===== config.mk =====
export PLATFORM = sky130hd
export DESIGN_NAME = decode_stage
export DESIGN_NICKNAME = d
export VERILOG_FILES = /design/src/rtl/decode_stage_pkg.sv /design/src/rtl/decode_stage_imm_gen.sv /design/src/rtl/decode_stage.sv
export SDC_FILE = /design/constraint.sdc
export NUM_CORES = 1
export LEC_CHECK = 0
export ABC_AREA = 1
export BUFFER_PORTS_ARGS = -buffer_cell sky130_fd_sc_hd__buf_2
export CAP_MARGIN = 10
export CORE_MARGIN = 5
export CORE_UTILIZATION = 40
export CTS_BUF_LIST = sky130_fd_sc_hd__clkbuf_2 sky130_fd_sc_hd__clkbuf_4 sky130_fd_sc_hd__clkbuf_8
export CTS_CLUSTER_DIAMETER = 80
export DETAILED_ROUTE_END_ITERATION = 8
export GPL_ROUTABILITY_DRIVEN = 0
export PLACE_DENSITY = 0.78
export SYNTH_ARGS = -nofsm -noshare
export SYNTH_HDL_FRONTEND = slang
export SYNTH_SLANG_ARGS = --single-unit
export TNS_END_PERCENT = 100

===== constraint.sdc =====
create_clock -name clk -period 4.2 [get_ports clk]
set_input_delay 0.63 -clock clk [delete_from_list [all_inputs] [get_ports clk]]
set_output_delay 0.63 -clock clk [all_outputs]
set_load 0.01 [all_outputs]

===== src/rtl/decode_stage_pkg.sv =====
// Shared constants for the decode stage: widths, RV32I opcodes and FSM state encodings.
package decode_stage_pkg;

   localparam int INST_SIZE = 32;
   localparam logic [INST_SIZE-1:0] INST_SIZE_ZEROS = '0;
   localparam int INCR_SIZE = 4;

   localparam logic [6:0] OPC_LOAD   = 7'h03;
   localparam logic [6:0] OPC_OPIMM  = 7'h13;
   localparam logic [6:0] OPC_AUIPC  = 7'h17;
   localparam logic [6:0] OPC_STORE  = 7'h23;
   localparam logic [6:0] OPC_OP     = 7'h33;
   localparam logic [6:0] OPC_LUI    = 7'h37;
   localparam logic [6:0] OPC_BRANCH = 7'h63;
   localparam logic [6:0] OPC_JALR   = 7'h67;
   localparam logic [6:0] OPC_JAL    = 7'h6F;
   localparam logic [6:0] OPC_SYSTEM = 7'h73;

   typedef enum logic {
      RUN    = 1'b0,
      SQUASH = 1'b1
   } state_t;

   function automatic logic is_known_opcode(input logic [6:0] op);
      logic known;
      case (op)
         OPC_LOAD, OPC_OPIMM, OPC_AUIPC, OPC_STORE, OPC_OP,
         OPC_LUI, OPC_BRANCH, OPC_JALR, OPC_JAL, OPC_SYSTEM: known = 1'b1;
         default: known = 1'b0;
      endcase
      return known;
   endfunction

endpackage


===== src/rtl/decode_stage_imm_gen.sv =====
// Combinational RV32I immediate generator; unknown opcodes and R-type yield zero.
module imm_gen #(
   parameter int INST_SIZE = decode_stage_pkg::INST_SIZE
) (
   input  logic [INST_SIZE-1:0] instr,
   output logic [INST_SIZE-1:0] imm
);
   import decode_stage_pkg::*;

   logic sign;
   assign sign = instr[31];

   always_comb begin
      imm = '0;
      case (instr[6:0])
         OPC_LOAD, OPC_OPIMM, OPC_JALR, OPC_SYSTEM:
            imm = {{(INST_SIZE-12){sign}}, instr[31:20]};
         OPC_STORE:
            imm = {{(INST_SIZE-12){sign}}, instr[31:25], instr[11:7]};
         OPC_BRANCH:
            imm = {{(INST_SIZE-13){sign}}, instr[31], instr[7], instr[30:25], instr[11:8], 1'b0};
         OPC_LUI, OPC_AUIPC:
            imm = INST_SIZE'({instr[31:12], 12'b0});
         OPC_JAL:
            imm = {{(INST_SIZE-21){sign}}, instr[31], instr[19:12], instr[20], instr[30:21], 1'b0};
         default:
            imm = '0;
      endcase
   end

endmodule


===== src/rtl/decode_stage.sv =====
// RV32I decode stage: field/immediate decode into ID/EX, JAL redirect and wrong-path squash.
// Optional ILLEGAL_TRAP_EN flags unknown opcodes on illegal_E.
module decode_stage #(
   parameter int INST_SIZE    = decode_stage_pkg::INST_SIZE,
   parameter int SQUASH_DEPTH = 1
) (
   input  logic                 clk,
   input  logic                 rst,
   input  logic [INST_SIZE-1:0] InstrD,
   input  logic [INST_SIZE-1:0] PC_DE,
   input  logic                 ex_flush,
   output logic                 PC_R,
   output logic [INST_SIZE-1:0] PC_EX,
   output logic [INST_SIZE-1:0] PC_DISP,
   output logic                 valid_E,
   output logic [INST_SIZE-1:0] pc_E,
   output logic [6:0]           opcode_E,
   output logic [4:0]           rd_E,
   output logic [4:0]           rs1_E,
   output logic [4:0]           rs2_E,
   output logic [2:0]           funct3_E,
   output logic [6:0]           funct7_E,
   output logic [INST_SIZE-1:0] imm_E,
   output logic                 illegal_E
);
   import decode_stage_pkg::*;

   localparam int CNT_W = (SQUASH_DEPTH > 1) ? $clog2(SQUASH_DEPTH + 1) : 1;

   state_t             state_reg;
   logic [CNT_W-1:0]   sq_cnt_reg;
   logic [6:0]         opcode;
   logic [INST_SIZE-1:0] imm;
   logic               live;
   logic               sq_done;
   logic               illegal_next;

   assign opcode = InstrD[6:0];

   imm_gen #(.INST_SIZE(INST_SIZE)) u_imm_gen (
      .instr (InstrD),
      .imm   (imm)
   );

   // rst is folded in so the redirect port reads zero throughout an async reset
   assign live    = !rst && (InstrD != '0) && (state_reg == RUN) && !ex_flush;
   assign PC_R    = live && (opcode == OPC_JAL);
   assign PC_EX   = PC_R ? PC_DE : '0;
   assign PC_DISP = PC_R ? imm : '0;

   assign sq_done = (sq_cnt_reg <= CNT_W'(1));

`ifdef ILLEGAL_TRAP_EN
   assign illegal_next = !is_known_opcode(opcode);
`else
   assign illegal_next = 1'b0;
`endif

   always_ff @(posedge clk or posedge rst) begin
      if (rst) begin
         state_reg  <= RUN;
         sq_cnt_reg <= '0;
         valid_E    <= 1'b0;
         pc_E       <= '0;
         opcode_E   <= '0;
         rd_E       <= '0;
         rs1_E      <= '0;
         rs2_E      <= '0;
         funct3_E   <= '0;
         funct7_E   <= '0;
         imm_E      <= '0;
         illegal_E  <= 1'b0;
      end else begin
         case (state_reg)
            RUN: begin
               if (ex_flush || PC_R) begin
                  state_reg  <= SQUASH;
                  sq_cnt_reg <= CNT_W'(SQUASH_DEPTH);
               end
            end
            SQUASH: begin
               // a late execute flush restarts the kill window from the top
               if (ex_flush) begin
                  sq_cnt_reg <= CNT_W'(SQUASH_DEPTH);
               end else if (sq_done) begin
                  state_reg  <= RUN;
                  sq_cnt_reg <= '0;
               end else begin
                  sq_cnt_reg <= sq_cnt_reg - CNT_W'(1);
               end
            end
            default: state_reg <= RUN;
         endcase

         if (live) begin
            valid_E   <= 1'b1;
            pc_E      <= PC_DE;
            opcode_E  <= opcode;
            rd_E      <= InstrD[11:7];
            rs1_E     <= InstrD[19:15];
            rs2_E     <= InstrD[24:20];
            funct3_E  <= InstrD[14:12];
            funct7_E  <= InstrD[31:25];
            imm_E     <= imm;
            illegal_E <= illegal_next;
         end else begin
            valid_E   <= 1'b0;
            pc_E      <= '0;
            opcode_E  <= '0;
            rd_E      <= '0;
            rs1_E     <= '0;
            rs2_E     <= '0;
            funct3_E  <= '0;
            funct7_E  <= '0;
            imm_E     <= '0;
            illegal_E <= 1'b0;
         end
      end
   end

endmodule


==> key figures <==
Power
  – Power density over the cells: 314 nW/um^2
  – VDD IR max: 161 uV
  – Static leakage power: 3.84 nW

Cells and area
  – Layout cell share with drive strength beyond 1: 34.9%
  – FILL cells: 997
  – Most frequent cells in the layout: buf_2, nor2_1, dfrtp_1
  – Core Util, Final: 54.8%
  – Most common library cell in the layout ignoring fill and taps: buf_2
  – Biggest regs: imm_E (32), pc_E (32)
  – Ant. Diodes: 0
  – Nets: 812
  – Syn-to-layout area delta: 33.6%
  – Area occupied by multi-input gates: 1310 sq um
  – Final cell count without fillers: 886
  – Storage cell area: 2450 sq um

Critical path
  – Crit path max fanout: 34
  – Startpoint Class: input pin
  – Required @ worst endpoint: 3.57 ns
  – Critical Path Max Stage Delay: 0.65 ns
  – Worst setup path start: InstrD[31]
  – R2R depth: 6
  – Endpoint class of the critical path: output port
  – CP cell instances: buf_2, nor2_1, nand2_1, nor2_1, nand2_1, nor2_1, nor2_4, buf_4, nand3_2, nor2_1, buf_2
  – Reg-to-Reg Start: state_reg
  – Critical path data arrival time: 2.65 ns
  – Most frequent CP cell: nor2_1
  – Critical Path Sink: PC_DISP[12]
  – Worst path depth: 11
  – Crit-path leading delay family: simple AND/OR/NAND/NOR gates
  – Reg-to-Reg End: state_reg
  – R2r setup slk: 2.31 ns
  – WS Path Type: input pin to output port
  – Slowest cell on crit path: nand3_2
  – Worst Path Buf+Inv: 3

Clocking
  – CTS max path bufs: 2
  – Root Buffer: clkbuf_8
  – H-tree depth: 3
  – Hold Buf Count CTS: 0
  – # Post-CTS Setup Buffers: 0
  – Num CTS Buffers: 9
  – Clk slew on worst S/H paths: 0.10 ns
  – CTS resizes: 0
  – Clk sinks: 98
  – TritonCTS clock tree: built
  – Skew-Pair Late Insertion Delay: 0.37 ns

Hold path
  – Hold Path Class: input pin to async pin

Routing
  – Routed WL per cell: 14.7 microns
  – Drt total wl: 13.1 mm
  – Vias: 4054
  – Vias/cell: 4.58
  – Residual DRC: 0
  – First DRT Iteration DRCs: 235
  – Drt first pass iters: 4
  – Antenna-violating nets left: 0

Yosys
  – Sequential share of the synthesized area: 57.9%
  – Ys Warns: 0
  – Number of distinct library cells after synthesis: 22
  – Yosys reg bits: 98
  – Syn Area/Cell: 8.04 sq um
  – Syn Inst Count: 527
  – Post-Syn Area: 4240 sq um

STA
  – RSZ-0062 raised after global routing: false
  – F_max: 305 MHz
  – Period utilization: 78.1%
  – Fin. max-slew vios: 0
  – Skew final: 0.0162 ns
  – Hold Violations, Final: 0
  – Fin Setup TNS: 0 ns
  – # setup viols final: 0
  – Max_slew headroom: 42.2%
  – Min cycle time layout: 3.28 ns
  – Tightest Pin Transition: 0.864 ns
  – Worst hold slack: 0.427 ns

Floorplan
  – Row count: 37
  – Die area: 12800 sq um
  – Die width: 113 microns
  – Initial Util: 41.0%
  – Die height: 113 microns
  – IO Pins: 230
  – Total core area: 10300 sq um

Placement
  – # placed instances: 870
  – I/O Buffers: 227
  – HPWL Detailed: 10.2 mm

Run status
  – Outcome: complete, no violations

Global routing
  – First-pass GRT wire length: 20.2 mm
  – Largest net degree at the start of global routing: 65
  – Overflow after GRT: 0
  – Initial antenna violation count: 0
  – Vias in the first global route: 3974
  – Tot GR Track Use: 20.2%

Job
  – Max-Cap Viols: 0
-- area by class of cell --
class	instances	area share, %
tap	136	3.01
sequential	98	43.3
multi-input combinational	313	23.0
inverter	91	6.08
clock buffer	9	2.19
timing repair buffer	232	20.7
clock inverter	7	1.64
-- metal layers --
metal  wire [microns]  up-vias  global-route usage (%)
li1                 -     1973                       -
met1             5100     1862                    24.2
met2             6430      191                    34.6
met3             1140       28                    5.99
met4              386        0                    6.89
met5                0        -                       0
-- worst min-delay path by stage --
stage / startpoint / to / cells after the start
3_3_place_gp: rst / imm_E[7] / 2
2_1_floorplan: state_reg / funct7_E[1] / 5
4_1_cts: rst / imm_E[9] / 2
3_5_place_dp: rst / funct7_E[4] / 2
6_report: rst / imm_E[7] / 2
5_1_grt: InstrD[18] / rs1_E[3] / 3
-- worst reg2reg max path: cells and delay by family (launching register included) --
family                 cells  cell delay, ns
buffers and inverters      2            0.41
DFF                        1            0.37
and+or+nand+nor            4            1.05
-- logic make-up after synthesis --
| kind of cell | Yosys count | synth area share (%) |
|---|---|---|
| compound gates | 9 | 1.24 |
| buf+inv | 117 | 11.5 |
| flops | 98 | 57.9 |
| other cells | 1 | 0.0885 |
| simple gates | 302 | 29.3 |
-- power breakdown --
group	switching, W	total (W)	internal, W
Clock	0.000355	0.000647	0.000292
Combinational	0.000114	0.000167	0.0000533
Sequential	0.00000396	0.000964	0.000960
-- Yosys cell counts --
cell type / n / area share, %
nand2_1: 59 / 5.2
nor3_1: 1 / 0.12
nor2_1: 184 / 16
o22ai_1: 3 / 0.44
nor2_4: 2 / 0.53
conb_1: 1 / 0.088
o21ai_0: 1 / 0.12
inv_2: 2 / 0.18
nand3_2: 1 / 0.24
dfrtp_1: 98 / 58
buf_1: 1 / 0.088
nor2_2: 2 / 0.30
clkbuf_1: 3 / 0.27
nand2_4: 2 / 0.53
inv_1: 89 / 7.9
nand3_1: 49 / 5.8
buf_6: 2 / 0.53
buf_4: 3 / 0.53
buf_2: 17 / 2.0
o21ai_2: 1 / 0.21
a21oi_1: 4 / 0.47
nand2_2: 2 / 0.30
-- per-stage QoR --
| step | power (W) | cell area (sq um) | setup slack, ns |
|---|---|---|---|
| after floorplan | 0.00107 | 4240 | 1.01 |
| after global placement | 0.00115 | 5450 | 1.00 |
| after detailed placement | 0.00115 | 5450 | 0.942 |
| after CTS | 0.00180 | 5660 | 0.938 |
| after global routing | 0.00185 | 5660 | 0.725 |
| final | 0.00178 | 5660 | 0.921 |
Note: power is estimated with default switching activity, not from simulation.
